--- src/rtl/instr_fetch_unit.sv ---
// Program counter and instruction-fetch stage of the multicycle core.
// Issues one word read per fetch request, waits out memory wait states,
// latches the instruction for decode and applies the selected PC update.
//
// state | meaning
// ------+--------------------------------------------------------------
// IDLE  | no fetch in flight; PC updates and fetch_start are accepted
// REQ   | mem_req asserted for one cycle with mem_addr = pc_cur
// WAIT  | waiting for mem_rvalid; response latched into instr
module instr_fetch_unit #(
  parameter int unsigned     XLEN     = 32,
  parameter logic [XLEN-1:0] RESET_PC = '0
) (
  input  logic            clk,
  input  logic            reset,
  input  logic            fetch_start,
  output logic            mem_req,
  output logic [XLEN-1:0] mem_addr,
  input  logic            mem_rvalid,
  input  logic [31:0]     mem_rdata,
  output logic [31:0]     instr,
  output logic            instr_valid,
  output logic [XLEN-1:0] pc_cur,
  output logic [XLEN-1:0] pc_old,
  output logic            busy,
  input  logic            pc_update,
  input  logic [1:0]      pc_src,
  input  logic [XLEN-1:0] imm_ext,
  input  logic [XLEN-1:0] alu_result,
  output logic            misaligned
);

  localparam logic [1:0]  PC_SRC__INCREMENT  = 2'd0;
  localparam logic [1:0]  PC_SRC__JUMP       = 2'd1;
  localparam logic [1:0]  PC_SRC__ALU_RESULT = 2'd2;
  localparam logic [31:0] INSTR_NOP          = 32'h0000_0013;

  typedef enum logic [1:0] {
    S_IDLE = 2'd0,
    S_REQ  = 2'd1,
    S_WAIT = 2'd2
  } state_t;

  state_t          state, state_nxt;
  logic            start_fetch;
  logic            accept_rsp;
  logic            upd_en;
  logic            tgt_valid;
  logic [XLEN-1:0] tgt;

  // State register.
  always_ff @(posedge clk) begin
    if (reset) state <= S_IDLE;
    else       state <= state_nxt;
  end

  // Next-state and handshake outputs.
  always_comb begin
    state_nxt   = state;
    mem_req     = 1'b0;
    busy        = 1'b0;
    start_fetch = 1'b0;
    accept_rsp  = 1'b0;
    case (state)
      S_IDLE: begin
        if (fetch_start) begin
          start_fetch = 1'b1;
          state_nxt   = S_REQ;
        end
      end
      S_REQ: begin
        mem_req   = 1'b1;
        busy      = 1'b1;
        state_nxt = S_WAIT;
      end
      S_WAIT: begin
        busy = 1'b1;
        if (mem_rvalid) begin
          accept_rsp = 1'b1;
          state_nxt  = S_IDLE;
        end
      end
      default: state_nxt = S_IDLE;
    endcase
  end

  assign mem_addr = pc_cur;

  // PC target selection; unknown encodings leave the PC untouched.
  always_comb begin
    tgt       = pc_cur;
    tgt_valid = 1'b0;
    case (pc_src)
      PC_SRC__INCREMENT: begin
        tgt       = pc_old + XLEN'(4);
        tgt_valid = 1'b1;
      end
      PC_SRC__JUMP: begin
        tgt       = pc_old + imm_ext;
        tgt_valid = 1'b1;
      end
      PC_SRC__ALU_RESULT: begin
        tgt       = alu_result & ~XLEN'(1);
        tgt_valid = 1'b1;
      end
      default: begin
        tgt       = pc_cur;
        tgt_valid = 1'b0;
      end
    endcase
  end

  assign upd_en = pc_update && (state == S_IDLE) && tgt_valid;

  // PC, instruction latch and misalignment pulse.
  always_ff @(posedge clk) begin
    if (reset) begin
      pc_cur      <= RESET_PC;
      pc_old      <= RESET_PC;
      instr       <= INSTR_NOP;
      instr_valid <= 1'b0;
      misaligned  <= 1'b0;
    end else begin
      misaligned <= 1'b0;
      if (upd_en) begin
        if (tgt[1:0] != 2'b00) misaligned <= 1'b1;
        else                   pc_cur     <= tgt;
      end
      if (start_fetch) instr_valid <= 1'b0;
      if (accept_rsp) begin
        instr       <= mem_rdata;
        pc_old      <= pc_cur;
        instr_valid <= 1'b1;
      end
    end
  end

endmodule

--- config.mk ---
export PLATFORM = sky130hd
export DESIGN_NAME = instr_fetch_unit
export DESIGN_NICKNAME = d
export VERILOG_FILES = /design/src/rtl/instr_fetch_unit.sv
export SDC_FILE = /design/constraint.sdc
export NUM_CORES = 1
export LEC_CHECK = 0
export CAP_MARGIN = 0
export CELL_PAD_IN_SITES_DETAIL_PLACEMENT = 0
export CELL_PAD_IN_SITES_GLOBAL_PLACEMENT = 1
export CORE_MARGIN = 3
export CORE_UTILIZATION = 32
export DETAILED_ROUTE_END_ITERATION = 8
export GPL_TIMING_DRIVEN = 0
export PLACE_DENSITY = 0.9
export SYNTH_ARGS = -nofsm -noshare
export SYNTH_HDL_FRONTEND = slang
export SYNTH_SLANG_ARGS = --single-unit
--- constraint.sdc ---
create_clock -name clk -period 3.2 [get_ports clk]
set_input_delay 0.64 -clock clk [delete_from_list [all_inputs] [get_ports clk]]
set_output_delay 0.64 -clock clk [all_outputs]
set_load 0.01 [all_outputs]
==> metrics.yaml <==
grt:
  grt_overflow_total: 0
  grt_max_degree: 18
  grt_use_total_pct: 22.75
  antenna_found_initial: 0
  grt_pass1_vias: 7156
  grt_pass1_wl_um: 40160
clock_network:
  clockBufferDepth: 2
  cts_tree: "built"
  h-tree-depth: 3
  cts-root-buf: "clkbuf_16"
  postCtsHoldBufs: 0
  clk_pin_slew_ps: 80
  clkLatencyLatePin_ps: 350
  cts_buffers: 9
  cts_num_sinks: 100
run:
  maxCapViolCount: 0
synth:
  synthTopCellsByCount: "174 x nand2_1, 120 x a21oi_1, 100 x dfxtp_1"
  async_reset_ff_share_pct: 0
  syn-cell-area_um2: 6713
  synth-seq-cells: 100
  ys_warn_count: 0
  synth_cell_types: 76
  synth_top_area_cell: "dfxtp_1"
  avgSynthCellArea_um2: 7.467
  synth_cells: 899
  syn_nets: 1039
  synth_most_common_cell: "nand2_1"
  synth_top_cell_area_share_pct: 29.82
  synth_edf_count: 0
  synth_ff_type: "dfxtp_1"
  synth.yosys.seq_area_share_pct: 29.82
  ys_top_cells_by_area: "dfxtp_1 30%, nand2_1 9.7%, a21oi_1 8.9%"
setup_path:
  critPathTopFamily: "compound AO/OA/AOI/OAI gates"
  crit_chain: "clkdlybuf4s50_1 > ha_1 > o211ai_1 > o21ai_1 > o21ai_0 > o21a_1 > o21a_1 > or3_1 > a31oi_1 > o21a_1"
  rr_worst_depth: 10
  cpMostUsedCell: "o21a_1"
  r2r_end: "mem_addr[30]$_SDFFE_PP0P_"
  cp_num_buf_inv: 1
  critPathLaunch: "imm_ext[2]"
  crit_path_end_kind: "register"
  required_ps: 3510
  critical_path_class: "primary input to register"
  r2r_start: "pc_old[0]$_SDFFE_PP0P_"
  crit_slowest_cell: "o21ai_1"
  cp.arrival_ps: 3360
  worstPathMaxFanout: 5
  r2r_slack_ps: 410
  cp-start-kind: "primary input"
  path_depth: 10
  cp-endpoint: "mem_addr[19]$_SDFFE_PP0P_"
  cp_slowest_stage_delay_ps: 440
die:
  ios: 235
  core_area_um2: 20430
  initial_core_util_pct: 32.86
  die_area_um2: 22750
  std_cell_rows: 52
  dieWidth_um: 150.8
  dieHeight_um: 150.8
detailed_routing:
  drt_wl_total_um: 26540
  drt_first_pass_iters: 5
  antenna_left: 0
  drc_errors: 0
  vias: 7473
  wire_per_inst_um: 18.77
  dr.first_iter.drc_count: 580
  detail_route.vias_per_cell: 5.285
power_and_ir_drop:
  pwr-share-clk_pct: 30.8
  p_leak_nw: 3.581
  p_sw_w: 0.001118
  internal_power_w: 0.002424
  peakVddDrop_uv: 295.6
  p_seq_share_pct: 39.8
  swShare_pct: 31.55
  power_per_cell_area_nw_per_um2: 363.6
  p_comb_share_pct: 29.4
timing:
  fmax_mhz: 327.7
  clock_skew_ps: 10.59
  grt_setup_unrepaired: "no"
  fin_crit_ps: 3052
  fin_crit_sh_pct: 95.37
  finalSetupViolCount: 0
  hold_viol_final: 0
  fin_hold_ws_ps: 455.2
  tns_ps: 0
  max_slew_margin_pct: 45.30
  worstMarginPinSlew_ps: 813.0
  drv_slew: 0
layout:
  layout-drive-gt1-share_pct: 8.829
  area_growth_pct: 45.13
  fin_util_pct: 47.69
  nets: 1279
  design_area_um2: 9742
  antenna_cells: 0
hold_path:
  hold_depth: 2
  hold_class: "register to register"
place:
  io_buffers: 230
  placed_area_um2: 9353
  dp_hpwl_um: 20320
  gp_congestion: 0.9182
outcome:
  status: "completed"
## registers in the layout, indices dropped and copies added, names as in the netlist
signal / flops
mem_addr: 32
instr: 32
instr_valid: 1
misaligned: 1
state: 2
pc_old: 32
## area by class of cell
class / count / area [um2]
plain buffers: 83 / 491.7
clock buffers: 11 / 242.7
clock inverters: 5 / 43.79
fillers: 2064 / 10690
inverters: 20 / 75.07
multi-input cells: 694 / 4237
flip-flops and latches: 100 / 2002
well taps: 270 / 337.8
repair buffers: 231 / 2312
## routing by layer
layer	global-route usage [%]	part of all wire, %	vias up
met5	0	0	-
met3	4.069	7.6	27
met4	5.893	1.8	0
li1	-	-	3620
met1	30.67	43	3531
met2	37.64	48	295
## worst min path at each step
stage,from,slack (ps),endpoint
3_5_place_dp,instr[23]$_SDFFE_PP0P_,450,instr[23]$_SDFFE_PP0P_
4_1_cts,instr[14]$_SDFFE_PP0P_,460,instr[14]$_SDFFE_PP0P_
5_1_grt,instr[25]$_SDFFE_PP0P_,470,instr[25]$_SDFFE_PP0P_
6_report,instr[16]$_SDFFE_PP0P_,460,instr[16]$_SDFFE_PP0P_
3_3_place_gp,instr[23]$_SDFFE_PP0P_,440,instr[23]$_SDFFE_PP0P_
2_1_floorplan,instr[10]$_SDFFE_PP0P_,480,instr[10]$_SDFFE_PP0P_
## worst register-to-register path: stages, from the launching register on
cell       delay, ps
dfxtp_1          360
ha_4             190
fa_2             390
a211oi_4         300
o21bai_4         130
o2111ai_2        270
a21oi_2          130
o31ai_4          360
o211a_1          200
o21ai_0          100
a311oi_1         270
## repair_timing
action,in CTS,in global routing
pin swaps,1,9
resized for setup,3,23
buffers inserted,0,1
setup endpoints to repair,11,30
## stage by stage
stage	total power [W]	setup slack, ps	instances
3_5_place_dp	0.002467	-494.8	1399
6_report	0.003542	148.0	1414
2_1_floorplan	0.001921	373.0	899
3_3_place_gp	0.002456	-464.9	1399
5_1_grt	0.003706	5.527	1414
4_1_cts	0.003551	17.84	1414
## cells in the final DEF, fill, tap and decap left out, drive strengths merged, types with 21 or more instances in the layout
| cell | n |
|---|---|
| inv | 22 |
| dfxtp | 100 |
| buf | 46 |
| nor3 | 23 |
| ha | 36 |
| clkdlybuf4s50 | 229 |
| o21ai | 56 |
| nor2 | 58 |
| clkbuf | 49 |
| xnor2 | 31 |
| nand3 | 21 |
| a21oi | 121 |
| nand2 | 179 |
## cell families (layout without fill, tap and decap cells)
group / after synthesis / count (layout) / synth area share (%)
compound gates: 270 / 270 / 24.77
xor+xnor: 44 / 44 / 5.741
fa+ha+maj: 37 / 37 / 7.008
buf+inv: 105 / 350 / 8.388
flops: 100 / 100 / 29.82
mux: 10 / 10 / 1.510
simple gates: 333 / 333 / 22.76
## power groups by stage
stage,Sequential [W],Clock (W),Combinational [W]
finish,0.00141,0.00109,0.00104
global route,0.00142,0.00116,0.00113
CTS,0.00141,0.00111,0.00103
detailed placement,0.00144,0,0.00103
global placement,0.00144,0,0.00102
floorplan,0.00144,0,0.000478
(Power assumes the default switching activity.)
==> RTL edit 1: new RTL, config.mk and constraints unchanged <==
Set the parameter `XLEN` to 64 (it was 32).
--- a/src/rtl/instr_fetch_unit.sv
+++ b/src/rtl/instr_fetch_unit.sv
@@ -9,5 +9,5 @@
 // WAIT  | waiting for mem_rvalid; response latched into instr
 module instr_fetch_unit #(
-  parameter int unsigned     XLEN     = 32,
+  parameter int unsigned     XLEN     = 64,
   parameter logic [XLEN-1:0] RESET_PC = '0
 ) (
Ports: changed (5 resized); port bits go from 235 to 395. No check against the original RTL was run, so the function may have changed too.
==> RTL edit 1 against the original RTL <==
  * The run now ends with setup timing left
  * Final cell count is 89% higher
  * Total power is 77% higher
  * Hold slack better by 0.0021 ns
  * Combinational power is 82% higher
  * Routed wire length is 120% higher
  * Critical path depth is 2 higher
  * Area after synthesis is 84% higher
  * Final area is 90% higher
  * Global-route usage is 4.6 points higher
  * Fmax is 6.0% lower
  * Setup slack worse by 0.19 ns
  * Sequential cell count is 64 higher
  * Critical path type is now reg -> reg
  * Largest power group unchanged
  * Sequential share of layout area is 2.7 points lower
  * First-iteration DRC count grew to 2.5 times the old value
==> RTL edit 1: results (changes against the original RTL) <==
.. list-table::
   :header-rows: 1

   * - Metric
     - Value
   * - Met1 demand-to-capacity share in global routing
     - 0.349 (+0.0425)
   * - Number of buffer cells added on primary ports
     - 391 (+70%)
   * - Post-Synth XOR/XNOR Area
     - 0.0757 (+0.0183)
   * - Headroom to the max-slew limit
     - 0.214 (-0.239)
   * - Total number of vias
     - 15000 (+100%)
   * - Number of cells in the finished layout apart from fillers
     - 2678 (+89%)
   * - Cell types occupying the most area after synthesis
     - sky130_fd_sc_hd__dfxtp_1 (27%), sky130_fd_sc_hd__a21oi_1 (9.4%), sky130_fd_sc_hd__nand2_1 (8.9%)
   * - Post-DP HPWL
     - 45.7 mm (+120%)
   * - Worst hold margin
     - 0.457 ns (+0.00211 ns)
   * - Wire length on met1
     - 24.5 mm (+120%)
   * - WL met2
     - 27.4 mm (+110%)
   * - Maximum number of pins on one net before global-route repair
     - 17 (-1)
   * - Maximum fanout along the worst path
     - 8 (+3)
   * - Overall track demand over capacity in global routing
     - 0.274 (+0.0464)
   * - Number of global-route vias before repair
     - 14500 (+100%)
   * - Instance area at placement
     - 16900 um^2 (+81%)
   * - Total wire length
     - 59.4 mm (+120%)
   * - Total clock buffers created by CTS
     - 17 (+8)
   * - Final-layout setup total negative slack
     - -0.0469 ns (-0.0469 ns)
   * - Number of antenna violations at the first check in global routing
     - 5 (+5)
   * - Leakage component of the power
     - 7.09 nW (+98%)
   * - Wire length of the first global-routing pass
     - 86.9 mm (+120%)
   * - Setup slack after layout
     - -0.0469 ns (-0.195 ns)
   * - Count of unique library cells instantiated by Yosys
     - 78 (+2.6%)
   * - Grt met2 use
     - 0.455 (+0.0789)
   * - Fillcell total
     - 3692 (+79%)
   * - Final setup violating endpoints
     - 1 (+1)
   * - Slowest library cell on the worst path
     - sky130_fd_sc_hd__dfxtp_1
   * - Result of the run
     - finished with violations
   * - Arrival time of the worst setup path
     - 3.62 ns (+0.26 ns)
   * - Count of TritonRoute iterations in the first routing pass
     - 6 (+1)
   * - Synthesized-area fraction occupied by ao, oa, aoi and oai cells
     - 0.255 (+0.00681)
   * - Violated checks
     - setup timing
   * - H-tree levels
     - 4 (+1)
   * - Final Wtd Congestion
     - 1.00 (+9.3%)
   * - Synth Area in Adders
     - 0.0704 (+0.000269)
   * - Iteration-0 DRC Markers
     - 1473 (+150%)
   * - Clock latency on the worst-skew pair
     - 0.46 ns (+0.11 ns)
   * - Proportion of layout cells with a drive suffix above 1
     - 0.135 (+0.0472)
   * - Met3 usage
     - 0.0560 (+0.0153)
   * - IR Drop Worst-Case VDD
     - 0.000383 V (+30%)
   * - Cell count after synthesis
     - 1708 (+90%)
   * - Cell Count Post-Placement
     - 2610 (+87%)
## RTL edit 1: cell type report
cell class                 count  area (um^2)  area share
timing repair buffer         429         4190       0.226
buffer                       164          946      0.0510
sequential                   164         3300       0.178
multi-input combinational   1344         8790       0.474
antenna                        4         10.0    0.000539
inverter                      30          113     0.00607
clock buffer                  19          443      0.0239
tap                          511          639      0.0345
clock inverter                13          118     0.00634
## RTL edit 1: worst paths after layout
kind / start / to / depth (start not counted)
worst max-delay path: pc_old[23]$_SDFFE_PP0P_ / mem_addr[60]$_SDFFE_PP0P_ / 12
worst min-delay path: instr[24]$_SDFFE_PP0P_ / instr[24]$_SDFFE_PP0P_ / 2
worst max register to register: pc_old[23]$_SDFFE_PP0P_ / mem_addr[60]$_SDFFE_PP0P_ / 12
worst min register to register: instr[24]$_SDFFE_PP0P_ / instr[24]$_SDFFE_PP0P_ / 2
## RTL edit 1: what timing repair did
action,4_1_cts,5_1_grt
cloned,0,0
setup buffers,26,12
pin swaps,36,43
resized for setup,131,77
setup endpoints to repair,63,37
==> RTL edit 2: new RTL, config.mk and constraints unchanged <==
Made on the original files. Put one more register stage on the output `instr`, cleared by the reset. The value now appears one clock later. The other outputs are not delayed to match.
--- a/src/rtl/instr_fetch_unit.sv
+++ b/src/rtl/instr_fetch_unit.sv
@@ -41,4 +41,6 @@
     S_WAIT = 2'd2
   } state_t;
+
+  logic [31:0] instr_s0;
 
   state_t          state, state_nxt;
@@ -118,5 +120,5 @@
       pc_cur      <= RESET_PC;
       pc_old      <= RESET_PC;
-      instr       <= INSTR_NOP;
+      instr_s0    <= INSTR_NOP;
       instr_valid <= 1'b0;
       misaligned  <= 1'b0;
@@ -129,5 +131,5 @@
       if (start_fetch) instr_valid <= 1'b0;
       if (accept_rsp) begin
-        instr       <= mem_rdata;
+        instr_s0    <= mem_rdata;
         pc_old      <= pc_cur;
         instr_valid <= 1'b1;
@@ -136,4 +138,12 @@
   end
 
+  always_ff @(posedge clk) begin
+    if (reset) begin
+      instr <= '0;
+    end else begin
+      instr <= instr_s0;
+    end
+  end
+
 endmodule
 
Formal check against the unedited RTL: not equivalent (Yosys sat finds a counterexample within 4 cycles, from zero or initial values and one cycle with reset high).
==> RTL edit 2 against the original RTL <==
  * Routed wire length is 7.3% higher
  * Area after synthesis is 15% higher
  * Total power increased by 34%
  * Global-route usage shrank 1.5 points
  * First-iteration DRC count shrank 0.52%
  * Final area grew 13%
  * Die area up 14%
  * Sequential cell count rose by 32
  * Setup slack improved by 0.0057 ns
  * Clock power rose by 72%
  * Sequential share of layout area grew 3.5 points
  * Largest power group is now the clock network
  * Via count is 10% higher
  * Register-to-register slack worse by 0.06 ns
==> RTL edit 2: results (changes against the original RTL) <==
.. list-table::
   :header-rows: 1

   * - Metric
     - Value
   * - Result of the run
     - finished, final reports clean
   * - Proportion of layout cells with a drive suffix above 1
     - 0.0751 (-0.0131)
   * - Path depth of the worst reg2reg path
     - 8 (-2)
   * - Kind of cell adding the most delay to the critical path
     - simple AND/OR/NAND/NOR gates
   * - H-tree levels
     - 4 (+1)
   * - Wire length on met1
     - 12.5 mm (+10%)
   * - Capture instance of the worst register-to-register path
     - mem_addr[29]$_SDFFE_PP0P_
   * - Hold-critical path endpoint
     - instr_s0[20]$_SDFFE_PP0P_
   * - Fraction of synthesized cell area taken by the top area cell type
     - 0.344 (+0.0456)
   * - Critical hold path startpoint
     - instr_s0[20]$_SDFFE_PP0P_
   * - Count of unique library cells instantiated by Yosys
     - 71 (-6.6%)
   * - Grt met2 use
     - 0.345 (-0.0317)
   * - Wire length on met3
     - 2.46 mm (+22%)
   * - WL met2
     - 12.9 mm (+1.8%)
   * - Worst clock skew
     - 0.0124 ns (+0.00182 ns)
   * - Pre-CTS WS
     - -0.483 ns (+0.0116 ns)
   * - Relative contribution of combinational cells to total power
     - 0.221 (-0.073)
   * - Minimum clock period
     - 3.05 ns (-0.00566 ns)
   * - Fillcell total
     - 2328 (+13%)
   * - Crit path launch
     - imm_ext[0]
   * - Overall track demand over capacity in global routing
     - 0.212 (-0.0153)
   * - Worst-case register-to-register setup slack
     - 0.35 ns (-0.06 ns)
   * - Cell types occupying the most area after synthesis
     - sky130_fd_sc_hd__dfxtp_1 (34%), sky130_fd_sc_hd__nand2_1 (8.7%), sky130_fd_sc_hd__a21oi_1 (8.1%)
   * - Instance area at placement
     - 10400 um^2 (+11%)
   * - IR Drop Worst-Case VDD
     - 0.000253 V (-14%)
   * - Leakage component of the power
     - 4.20 nW (+17%)
   * - Synth Area in Adders
     - 0.0612 (-0.00888)
   * - Post-DP HPWL
     - 21.8 mm (+7.5%)
   * - Detailed-route vias per instance
     - 5.24 (-0.84%)
   * - Maximum number of pins on one net before global-route repair
     - 20 (+2)
   * - Number of buffer cells added on primary ports
     - 231 (+0.43%)
   * - Post-Synth XOR/XNOR Area
     - 0.0479 (-0.00955)
   * - Internal power component
     - 0.00330 W (+36%)
   * - Clock distribution power
     - 0.00188 W (+72%)
   * - Number of global-route vias before repair
     - 7723 (+7.9%)
   * - Clock-pin slew on the worst setup and hold paths
     - 0.06 ns (-0.02 ns)
==> RTL edit 2: changes by cell type after synthesis, moves of 5 or more <==
cell	before	now
sky130_fd_sc_hd__or3_1	5	10
sky130_fd_sc_hd__o21bai_1	6	1
sky130_fd_sc_hd__a21o_1	9	16
sky130_fd_sc_hd__buf_2	4	9
sky130_fd_sc_hd__o21ai_0	52	60
sky130_fd_sc_hd__a311oi_1	8	2
sky130_fd_sc_hd__dfxtp_1	100	132
sky130_fd_sc_hd__and3_1	5	19
sky130_fd_sc_hd__nor2b_1	3	36
==> RTL edit 2: area by class of cell <==
class                           instances  area, um^2  area share
Sequential cell                       132        2640       0.241
Tap cell                              319         399      0.0364
Clock buffer                           17         425      0.0388
Multi-Input combinational cell        752        4500       0.410
Inverter                               17        63.8     0.00582
Clock inverter                         15         143      0.0130
Buffer                                 87         482      0.0439
Timing Repair Buffer                  231        2310       0.211
